### src/rtl/servo_pkg.sv
// Shared servo-path types: position width, position type and slew FSM states.
package servo_pkg;

  localparam int unsigned POS_W = 12;

  typedef logic [POS_W-1:0] pos_t;

  typedef enum logic [1:0] {
    IDLE  = 2'd0,
    RAMP  = 2'd1,
    PAUSE = 2'd2
  } slew_state_t;

endpackage : servo_pkg

### src/rtl/slew_tick.sv
// Ramp tick divider: counts 0..TICK_DIV-1 while enabled, flags the terminal count.
// o_tc_c is combinational (counter at terminal value); the caller gates it with its enable.
module slew_tick
  import servo_pkg::*;
#(
  parameter int unsigned TICK_DIV = 1000
) (
  input  logic clk,
  input  logic rst_n,
  input  logic i_clr,
  input  logic i_en,
  output logic o_tc_c
);

  localparam int unsigned CNT_W = (TICK_DIV > 1) ? $clog2(TICK_DIV) : 1;
  localparam logic [CNT_W-1:0] TC_VAL = CNT_W'(TICK_DIV - 1);

  logic [CNT_W-1:0] r_cnt;

  // Divider counter: clear has priority, wraps to zero after the terminal value.
  always_ff @(posedge clk or negedge rst_n) begin
    if (!rst_n) begin
      r_cnt <= '0;
    end else if (i_clr) begin
      r_cnt <= '0;
    end else if (i_en) begin
      r_cnt <= (r_cnt == TC_VAL) ? '0 : r_cnt + CNT_W'(1);
    end
  end

  assign o_tc_c = (r_cnt == TC_VAL);

endmodule : slew_tick

### src/rtl/setpoint_slew.sv
// Setpoint slew-rate limiter between the position converter and the PID setpoint.
// Moves the setpoint toward the latched target by at most STEP every TICK_DIV cycles;
// the ramp freezes while hold (overcurrent) is high.
// Optional build macro SETPOINT_LIMIT_EN: clamp targets and INIT_POS to [POS_MIN, POS_MAX].
module setpoint_slew
  import servo_pkg::*;
#(
  parameter int unsigned WIDTH    = POS_W,
  parameter int unsigned TICK_DIV = 1000,
  parameter int unsigned STEP     = 4,
  parameter int unsigned INIT_POS = 2048,
  parameter int unsigned POS_MIN  = 0,
  parameter int unsigned POS_MAX  = 4095
) (
  input  logic             clk,
  input  logic             rst_n,
  input  logic [WIDTH-1:0] target_in,
  input  logic             target_valid,
  input  logic             hold,
  output logic [WIDTH-1:0] setpoint_out,
  output logic             ramping,
  output logic             at_target
);

  // Reject parameter sets the datapath cannot honour.
  if (TICK_DIV < 2 || STEP < 1 || POS_MIN > POS_MAX) begin : g_bad_params
    $error("setpoint_slew: invalid TICK_DIV/STEP/POS_MIN/POS_MAX");
  end

`ifdef SETPOINT_LIMIT_EN
  localparam int unsigned INIT_CLAMP = (INIT_POS < POS_MIN) ? POS_MIN :
                                       (INIT_POS > POS_MAX) ? POS_MAX : INIT_POS;
`else
  localparam int unsigned INIT_CLAMP = INIT_POS;
`endif
  localparam logic [WIDTH-1:0] INIT_EFF = WIDTH'(INIT_CLAMP);
  localparam logic [WIDTH:0]   STEP_D   = (WIDTH+1)'(STEP);
  localparam logic [WIDTH-1:0] STEP_W   = WIDTH'(STEP);

  slew_state_t              r_state;
  slew_state_t              w_state_nxt;
  logic        [WIDTH-1:0]  r_setpoint;
  logic        [WIDTH-1:0]  r_target;
  logic                     r_ramping;
  logic                     r_at_target;
  logic        [WIDTH-1:0]  w_target_lim;
  logic        [WIDTH-1:0]  w_step_val;
  logic signed [WIDTH:0]    w_diff;
  logic        [WIDTH:0]    w_mag;
  logic                     w_ne;
  logic                     w_close;
  logic                     w_do_step;
  logic                     w_tick_clr;
  logic                     w_tick_en;
  logic                     w_tc;

  slew_tick #(
    .TICK_DIV (TICK_DIV)
  ) u_tick (
    .clk    (clk),
    .rst_n  (rst_n),
    .i_clr  (w_tick_clr),
    .i_en   (w_tick_en),
    .o_tc_c (w_tc)
  );

  // Optional clamp on the incoming target before it is latched.
  always_comb begin
`ifdef SETPOINT_LIMIT_EN
    if (target_in < WIDTH'(POS_MIN)) begin
      w_target_lim = WIDTH'(POS_MIN);
    end else if (target_in > WIDTH'(POS_MAX)) begin
      w_target_lim = WIDTH'(POS_MAX);
    end else begin
      w_target_lim = target_in;
    end
`else
    w_target_lim = target_in;
`endif
  end

  // Signed distance to target in WIDTH+1 bits, its magnitude, and the next step value.
  always_comb begin
    w_diff     = $signed({1'b0, r_target}) - $signed({1'b0, r_setpoint});
    w_mag      = w_diff[WIDTH] ? $unsigned(-w_diff) : $unsigned(w_diff);
    w_ne       = (r_target != r_setpoint);
    w_close    = (w_mag <= STEP_D);
    w_step_val = r_setpoint;
    if (w_close) begin
      w_step_val = r_target;
    end else if (w_diff[WIDTH]) begin
      w_step_val = r_setpoint - STEP_W;
    end else begin
      w_step_val = r_setpoint + STEP_W;
    end
  end

  // Next-state and tick control; hold always dominates a pending step.
  always_comb begin
    w_state_nxt = r_state;
    w_tick_clr  = 1'b0;
    w_tick_en   = 1'b0;
    w_do_step   = 1'b0;
    case (r_state)
      IDLE: begin
        w_tick_clr = 1'b1;
        if (w_ne) begin
          if (hold) begin
            w_state_nxt = PAUSE;
          end else begin
            w_state_nxt = RAMP;
            w_tick_clr  = 1'b0;
            w_tick_en   = 1'b1;
          end
        end
      end
      RAMP: begin
        if (hold) begin
          w_state_nxt = PAUSE;
        end else if (!w_ne) begin
          w_state_nxt = IDLE;
        end else begin
          w_tick_en = 1'b1;
          if (w_tc) begin
            w_do_step = 1'b1;
            if (w_close) begin
              w_state_nxt = IDLE;
            end
          end
        end
      end
      PAUSE: begin
        if (!hold) begin
          w_state_nxt = RAMP;
        end
      end
      default: begin
        w_state_nxt = IDLE;
      end
    endcase
  end

  // FSM state register.
  always_ff @(posedge clk or negedge rst_n) begin
    if (!rst_n) begin
      r_state <= IDLE;
    end else begin
      r_state <= w_state_nxt;
    end
  end

  // Target latch, setpoint step and registered status flags.
  always_ff @(posedge clk or negedge rst_n) begin
    if (!rst_n) begin
      r_target    <= INIT_EFF;
      r_setpoint  <= INIT_EFF;
      r_ramping   <= 1'b0;
      r_at_target <= 1'b1;
    end else begin
      if (target_valid) begin
        r_target <= w_target_lim;
      end
      if (w_do_step) begin
        r_setpoint <= w_step_val;
      end
      r_ramping   <= (w_state_nxt != IDLE);
      r_at_target <= (w_state_nxt == IDLE);
    end
  end

  assign setpoint_out = r_setpoint;
  assign ramping      = r_ramping;
  assign at_target    = r_at_target;

endmodule : setpoint_slew

### config.mk
export PLATFORM = sky130hd
export DESIGN_NAME = setpoint_slew
export DESIGN_NICKNAME = d
export VERILOG_FILES = /design/src/rtl/servo_pkg.sv /design/src/rtl/slew_tick.sv /design/src/rtl/setpoint_slew.sv
export SDC_FILE = /design/constraint.sdc
export NUM_CORES = 1
export LEC_CHECK = 0
export ABC_AREA = 1
export ABC_CLOCK_PERIOD_IN_PS = 5500
export CAP_MARGIN = 25
export CORE_MARGIN = 4
export CORE_UTILIZATION = 52
export DETAILED_ROUTE_END_ITERATION = 10
export GPL_TIMING_DRIVEN = 0
export HOLD_SLACK_MARGIN = 0.06
export PLACE_DENSITY_LB_ADDON = 0.08
export SLEW_MARGIN = 10
export SYNTH_ARGS = -nofsm -noshare
export SYNTH_HDL_FRONTEND = slang
export SYNTH_HIERARCHICAL = 1
export SYNTH_SLANG_ARGS = --single-unit
### constraint.sdc
create_clock -name clk -period 5.5 [get_ports clk]
set_input_delay 0.825 -clock clk [delete_from_list [all_inputs] [get_ports clk]]
set_output_delay 0.825 -clock clk [all_outputs]
set_load 0.02 [all_outputs]
-- Word-level counts from Yosys, hierarchy flattened
Cells that the tools add are included.
- memories: 0
- flip-flop bits (word level): 38
- memory bits (writable): 0
- latch bits: 0
- ROM bits: 0
- output and inout bits: 14
- multiply operators: 0
- reduce and logical (&&, ||, !) cells: 4
- $add $sub $neg: 5
- divide/modulo/power cells: 0
- shift operators: 0
- multiplexer cells: 26
- $lt $le $gt $ge: 1
- bitwise logic cells: 0
- equal/unequal tests: 4
- operator list (kind ; count):
    two-way mux 10 bit ; 3
    two-way mux 12 bit ; 2
    two-way mux 2 bit ; 7
    less-or-equal comparator 13 x 3 -> 1 bit (second input constant) ; 1
    two-way mux 13 bit ; 1
    negator 13 bit ; 1
    subtractor 12 x 12 -> 13 bit ; 1
    adder 12 x 3 -> 12 bit (second input constant) ; 1
    != test 12 bit ; 1
    subtractor 12 x 3 -> 12 bit (second input constant) ; 1
    two-way mux 1 bit ; 11
    adder 10 x 1 -> 10 bit (second input constant) ; 1
    equality test 10 bit (second input constant) ; 1
    case mux 2 bit (3 select lines) ; 1
    logical NOT 2 bit ; 2
    nonzero test 2 bit ; 2
    equality test 2 x 1 -> 1 bit (second input constant) ; 1
    equality test 2 bit (second input constant) ; 1
    case mux 1 bit (2 select lines) ; 1

-- Logic depth before layout (Yosys ltp)
Gate-level depths: netlist (run 1).
- word-level depth: 10
- depth in mapped cells: 22
- gate-level depth less buffers: 21

-- Modules after synthesis
Netlist (run 1), hierarchy kept.
- modules (own cells, without submodules) (module ; area each (um^2) ; cells each ; seq. area each (um^2) ; instances):
    setpoint_slew ; 2700.1 ; 417 ; 704.4 ; 1
    slew_tick ; 613.1 ; 79 ; 250.2 ; 1

-- Least setup slack after synthesis (run 1)
OpenSTA, ideal clock, no wires.
- path kind: register to register
- start: reg r_setpoint[2] (netlist: setpoint_out[2])
- end: reg r_setpoint[10] (netlist: setpoint_out[10])
- setup time: 0.117 ns
- buffers on the path: 1
- required time: 5.383 ns
- period minus slack after synthesis: 3.203 ns
- slack: 2.297 ns
- cell stages (with the launch flop): 21
- data arrival time: 3.085 ns
- cells stage by stage: dfrtp_1 > inv_1 > ha_1 > nand2_2 > inv_1 > nand2_1 > a21oi_2 > nor2_4 > buf_6 > ha_1 > a21oi_1 > o21ai_0 > nand2_1 > nand2_1 > a21oi_1 > o21ai_0 > a21oi_1 > xor2_1 > nand2_1 > nand3_1 > nand2_1
- cells in the longest elaborated chain, start to end: 5
- elaborated cells between the ends (all ways): 12
- those cells by class: add/sub: 4; order compare: 1; eq/ne: 1; mux: 6
- ends and longest elaborated chain (element ; line ; source):
    start, declared ; setpoint_slew.sv:42 ; logic [WIDTH-1:0] r_setpoint;
    start signal, assigned ; setpoint_slew.sv:164 ; r_setpoint <= w_step_val;
    subtractor 12 x 12 -> 13 bit ; setpoint_slew.sv:84 ; w_diff = $signed({1'b0, r_target}) - $signed({1'b0, r_setpoint});
    negator 13 bit ; setpoint_slew.sv:85 ; w_mag = w_diff[WIDTH] ? $unsigned(-w_diff) : $unsigned(w_diff);
    two-way mux 13 bit ; setpoint_slew.sv:85 ;
    less-or-equal comparator 13 x 3 -> 1 bit ; setpoint_slew.sv:87 ; w_close = (w_mag <= STEP_D);
    two-way mux 12 bit ; setpoint_slew.sv:89 ; if (w_close) begin
Several ways; a longest one is shown, not always the timed one.
A chain may end at the register's enable or synchronous reset.

-- Worst setup path in the final report (run 1)
- start: reg r_setpoint[11] (netlist: setpoint_out[11])
- end: reg r_setpoint[10] (netlist: setpoint_out[10])
Same word-level chain as after synthesis.

==> impl_results.md, run 1 <==
* Leak at 1.998 nW
* Hold_buf cts at 0
* Fmax at between 0.2 and 0.3 GHz
* Unrepaired setup endpoints after global routing: no
* Via Count at ~3100
* Initial Util at 0.5467
* I/O pin count at 30
* Critical path class: flop to flop
* Layout cell share with drive strength beyond 1 at 0.08989
* CP Data Required Time at 5680 ps
* Synth Register Bits at 38
* CTS Buf Count at 5
* Post-route DRC at 0
* Routed WL per cell at between 10 and 15 um
* Sequential element share of the synthesized area at 0.2881
* Root Buffer: clkbuf_8
* Antenna Diode Count at 0
* Crit path max fanout at 17
* Clock skew at around 6 ps
* Initial antenna violation count at 0
* Setup bufs post-CTS at 0
* CTS tree: yes
* Post-synth EDFFs at 0
* All-layer global routing usage at 0.2130
* Vias in the first global route at roughly 3000
* Most numerous cell in the Yosys netlist: nand2_1
* Multi-input gate area at around 2000 um^2
* Reg clk slew, reported paths at 70 ps
* Placeable Area at approximately 6100 um^2
* Post-synth ARST share at 1.000
* Synthesized area at ~3300 um^2
* Tmin final at 3617 ps
* DRT iter0 DRCs at 90
* Input/output buffers at 29
* Final HPWL DP at about 6300 um
* Congestion Overflow GR at 0
* Status: completed
* Worst skew pair latency at a little under 300 ps
* Clk sink count at 38
* H-tree depth at 2
* Clock tree buffer depth at 2
* Relative slew slack at 0.7100
* Yosys top cell by area: dfrtp_1
* Measured slew at the worst slew-check pin at roughly 430 ps
* Max Slew Vio Count at 0
* Die width at approximately 88 um
* Setup crit start kind: flop
* Final Net Count at roughly 570
* Avg Inst Size Synth at 6.680 um^2
* Critical Path Sink Type: flop
* Die area at 7712 um^2
* First-pass iteration count of the detailed router at 4
* Top cells by area, synth: dfrtp_1, nand2_1, inv_1, ha_1, nand3_1
* VDD IR max at approximately 0.00015 V
* Cells after synthesis at 496
* Final wirelength at around 7600 um
* Top FF cell, synth: dfrtp_1
* Fill count at between 500 and 600
* Hold crit path type: input pin to asynchronous set/reset pin
* GP Congestion at ~0.88
* Die H at slightly below 90 um
* DRT antenna net count at 0
* Setup TNS at 0 ps
* Largest net degree at the start of global routing at 37
* Power Density at approximately 220 nW/um^2
* Tcrit/Tclk final at 0.6577
* Final Hold Fails at 0
* Final setup fails at 0
* Distinct cells, synth at 35
* Power, Total at between 0.0008 and 0.0009 W
* First-pass GRT wire length at roughly 13000 um
* Vias per inst at roughly 5.2
* Register Area at about 950 um^2
* Syn Nets at 535
* Num rows at 28
* Commonest cells post-synth: nand2_1, inv_1, nand3_1
* Synth top area share at 0.2644
* Post_cts resized at 0
* Max-cap viol count at 0
* Critical Path AT at between 3000 and 4000 ps
* Ys Warns at 6
* Synth-to-Final Area Change at 15.26%
-- registers in the layout, summed over array words and instances (netlist names) --
name,count
u_tick/r_cnt,10
r_target,12
ramping,1
r_state,2
setpoint_out,12
at_target,1
-- where the power goes --
part	leakage [nW]	switching, W	internal [W]
logic	1.45	0.000187	0.000107
clock network	0.0524	0.0000979	0.000136
registers	0.491	0.0000164	0.000303
total	2.00	0.000301	0.000546
-- area by class of cell --
class / instances / share of cell area
well taps: 75 / 0.02457
clock buffers: 7 / 0.01999
repair buffers: 30 / 0.07995
flip-flops and latches: 38 / 0.2500
multi-input cells: 374 / 0.5292
inverters: 75 / 0.07372
plain buffers: 9 / 0.01474
clock inverters: 1 / 0.007864
-- metal layers --
metal	GRT usage	part of all wire	vias to the layer above
met5	0	0	-
met4	0.07252	0.020	0
met3	0.02916	0.022	14
met2	0.3493	0.46	50
met1	0.2894	0.50	1427
li1	-	-	1656
-- stage by stage --
stage	cells	area [um^2]	setup slack, ps	util	hold WS [ps]
after detailed placement	601	3712	1958	0.6125	499.8
after global placement	600	3697	1994	0.6100	495.2
final	609	3819	1883	0.6301	328.2
after CTS	609	3819	1925	0.6301	323.8
after global routing	609	3819	1657	0.6301	321.3
after floorplan	496	3313	2297	-	471.0
-- worst max-delay path, cell delays in order (launching register included) --
cell,delay (ps)
dfstp_2,590
inv_1,70
ha_1,330
a21o_1,190
nor2_1,190
nand2_1,120
nor2_4,190
buf_6,230
ha_1,310
a21oi_1,150
o21ai_0,150
nand2_1,90
nand2_1,50
a21oi_1,190
o21ai_0,110
a21oi_1,160
xor2_1,170
nand2_1,70
nand3_1,70
nand2_1,60
-- worst paths after layout --
path / start / endpoint / slack (ps) / cells after the start
setup reg to reg: setpoint_out[11]$_DFFE_PN1P_ / setpoint_out[10]$_DFFE_PN0P_ / 1880 / 19
setup / recovery: setpoint_out[11]$_DFFE_PN1P_ / setpoint_out[10]$_DFFE_PN0P_ / 1880 / 19
hold reg to reg: u_tick/r_cnt[1]$_DFFE_PN0P_ / u_tick/r_cnt[1]$_DFFE_PN0P_ / 510 / 2
min in group clk: u_tick/r_cnt[1]$_DFFE_PN0P_ / u_tick/r_cnt[1]$_DFFE_PN0P_ / 510 / 2
max in group asynchronous: rst_n / at_target$_DFF_PN1_ / 4720 / 2
hold / removal: rst_n / setpoint_out[10]$_DFFE_PN0P_ / 330 / 1
-- cells in the final DEF, fill, tap and decap left out, types with 2 or more instances in the layout --
master and count:
nand2_2 12, nor2_4 5, a21oi_2 2, o21ai_1 3, buf_2 4, o21ai_0 15
nand4_1 16, clkbuf_8 5, nor2_2 4, dfstp_2 3, inv_1 73, nand3b_1 9
nand3_1 42, nand2_1 169, fa_1 2, buf_6 2, xnor2_1 3, xor2_1 8
dfrtp_1 35, inv_2 2, nor3_1 3, a21oi_1 17, nand3_2 4, nor2_1 28
a21o_1 2, clkdlybuf4s50_1 28, a31oi_1 2, clkbuf_1 5, ha_1 21
-- kinds of logic after synthesis --
family	synth area share
flops	0.2881
compound gates	0.07817
buf+inv	0.1020
xor+xnor	0.02908
simple gates	0.4082
mux	0.003021
fa+ha+maj	0.09139
Note: power is estimated with default switching activity, not from simulation.
==> inputs of run 2 (changes only) <==
Settings changed: ABC_CLOCK_PERIOD_IN_PS 5500 to 3290.
Clock period 5.5 ns to 3.29 ns, I/O delays scaled along.
==> impl_results.md, run 2 (synthesized netlist as in run 1, its figures left out) <==
* Commonest non-fill, non-tap cells in the layout: nand2_1, inv_1, nand3_1
* Tcrit/Tclk final at 0.9687
* Placement Cell Area at around 3700 um^2
* Relative slew slack at 0.7096
* Utilization after layout at 0.6623
* First-pass GRT wire length at between 10000 and 15000 um
* Final Hold Fails at 0
* All-layer global routing usage at 0.2179
* Setup ws final at 103.1 ps
* Congestion Overflow GR at 0
* Synth-to-Final Area Change at 21.15%
* Clock tree buffer depth at 2
* Crit path max fanout at 9
* Die area at 7712 um^2
* Fill count at between 500 and 600
* CTS Buf Count at 5
* Register Area at between 900 and 1000 um^2
* Measured slew at the worst slew-check pin at 434.0 ps
* Critical path class: flop to flop
* Antenna Diode Count at 0
* Initial antenna violation count at 0
* Input/output buffers at 29
* Hold-critical path depth at 2
* Root Buffer: clkbuf_8
* Layout Cells excl Fill at 620
* First-pass iteration count of the detailed router at 5
* Critical Path Sink Type: flop
* H-tree depth at 2
* Max Slew Vio Count at 0
* Status: completed
* Clk sink count at 38
* Num rows at 28
* Hold crit path type: flop to flop
* Final setup fails at 0
* Tmin final at 3187 ps
* Leak at ~2.0 nW
* Clock skew at ~5.5 ps
* DRT antenna net count at 0
* Die width at ~88 um
* Max-cap viol count at 0
* Multi-input gate area at ~2100 um^2
* Setup crit start kind: flop
* CTS tree: yes
* GP Congestion at about 0.88
* Dpl ws at -252.5 ps
* R2R Path Start: setpoint_out[11]$_DFFE_PN1P_
* Hold_sp: u_tick/r_cnt[1]$_DFFE_PN0P_
* Placed cell count at roughly 600
* Power, Total at 0.001454 W
* Vias per inst at 5.163
* Via Count at between 3000 and 4000
* CP Data Required Time at approximately 3500 ps
* I/O pin count at 30
* Routed WL per cell at ~13 um
* Power Density at roughly 360 nW/um^2
* Initial Util at 0.5467
* Final HPWL DP at roughly 6300 um
* Critical Path AT at about 3400 ps
* Final wirelength at approximately 8000 um
* Layout cell share with drive strength beyond 1 at 0.1486
* Vias in the first global route at around 3000
* Reg clk slew, reported paths at around 70 ps
* R2R cell count at 19
* Post-route DRC at 0
* Most common cell after layout, fill and taps aside: nand2_1
* Placeable Area at 6061 um^2
* Largest net degree at the start of global routing at 37
* Design Area, Final at around 4000 um^2
* VDD IR max at 0.0002468 V
* Worst skew pair latency at 290 ps
* Die H at around 88 um
* Fmax at between 0.3 and 0.4 GHz
* DRT iter0 DRCs at roughly 120
* Critical path origin: setpoint_out[11]$_DFFE_PN1P_
* Final Net Count at slightly below 600
==> run 2: cell count changes in the layout (fill, tap and decap cells not counted), moves of 2 or more <==
cell | before | now
fa_1 | 2 | 0
dfrtp_2 | 0 | 3
fa_2 | 0 | 2
a21oi_1 | 17 | 15
nor2_1 | 28 | 26
nand2_1 | 169 | 165
ha_2 | 0 | 6
dfrtp_1 | 35 | 32
ha_4 | 0 | 4
buf_4 | 1 | 11
ha_1 | 21 | 11
a21oi_2 | 2 | 4
nand2_2 | 12 | 16
==> run 2: final timing paths <==
kind	to	slack, ps
worst min-delay path	u_tick/r_cnt[1]$_DFFE_PN0P_	510
worst max register to register	setpoint_out[10]$_DFFE_PN0P_	100
worst min register to register	u_tick/r_cnt[1]$_DFFE_PN0P_	510
min in group asynchronous	setpoint_out[10]$_DFFE_PN0P_	540
worst max-delay path	setpoint_out[10]$_DFFE_PN0P_	100
max in group asynchronous	at_target$_DFF_PN1_	2300
==> run 2: metrics by stage <==
| step | hold slack (ps) | setup TNS (ps) |
|---|---|---|
| after floorplan | 197.9 | 0 |
| after global placement | 495.2 | -342.7 |
| after detailed placement | 307.6 | -426.9 |
| after CTS | 517.2 | 0 |
| after global routing | 539.6 | -62.21 |
| final | 514.6 | 0 |
==> run 2: power by group <==
part / leakage [nW] / internal, W / switching (W)
combinational: 1.51 / 0.000204 / 0.000326
clock: 0.0524 / 0.000227 / 0.000161
sequential: 0.486 / 0.000507 / 0.0000287
total: 2.04 / 0.000939 / 0.000516
==> run 2: final cells by class <==
class,count,area share
Sequential cell,38,0.2388
Timing Repair Buffer,41,0.09726
Clock inverter,1,0.007481
Tap cell,75,0.02338
Multi-Input combinational cell,374,0.5277
Clock buffer,7,0.01901
Inverter,75,0.07014
Buffer,9,0.01621
==> run 2: critical path, cell delays in order, from the launching register on <==
cell and delay, ps:
dfstp_2 540, inv_1 70, ha_4 260, a21o_1 190, nor2_2 190, nand2_2 100, nor2_4 120, buf_12 150
ha_4 220, a21oi_1 140, o21ai_1 110, nand2_1 70, nand2_1 70, a21oi_2 180, o21ai_0 100, a21oi_1 190
xor2_1 180, nand2_1 70, nand3_1 70, nand2_1 60
==> run 2: per-layer routing <==
layer  global-route usage  share of wire
met5                    0              0
met4              0.06416          0.011
met3              0.02822          0.021
met2               0.3671           0.48
met1               0.2929           0.49
==> run 2: what timing repair did <==
item,CTS,global route
setup endpoints to repair,2,3
gates resized for setup,9,18
pin swaps,2,7
hold buffers,1,0
buffers inserted,3,7
hold endpoints to repair,2,0
==> inputs of run 3 (changes only) <==
Settings changed: HOLD_SLACK_MARGIN 0.06 to default.
==> results of run 3 <==
Final layout, timing and power as in run 2 (identical DEF).
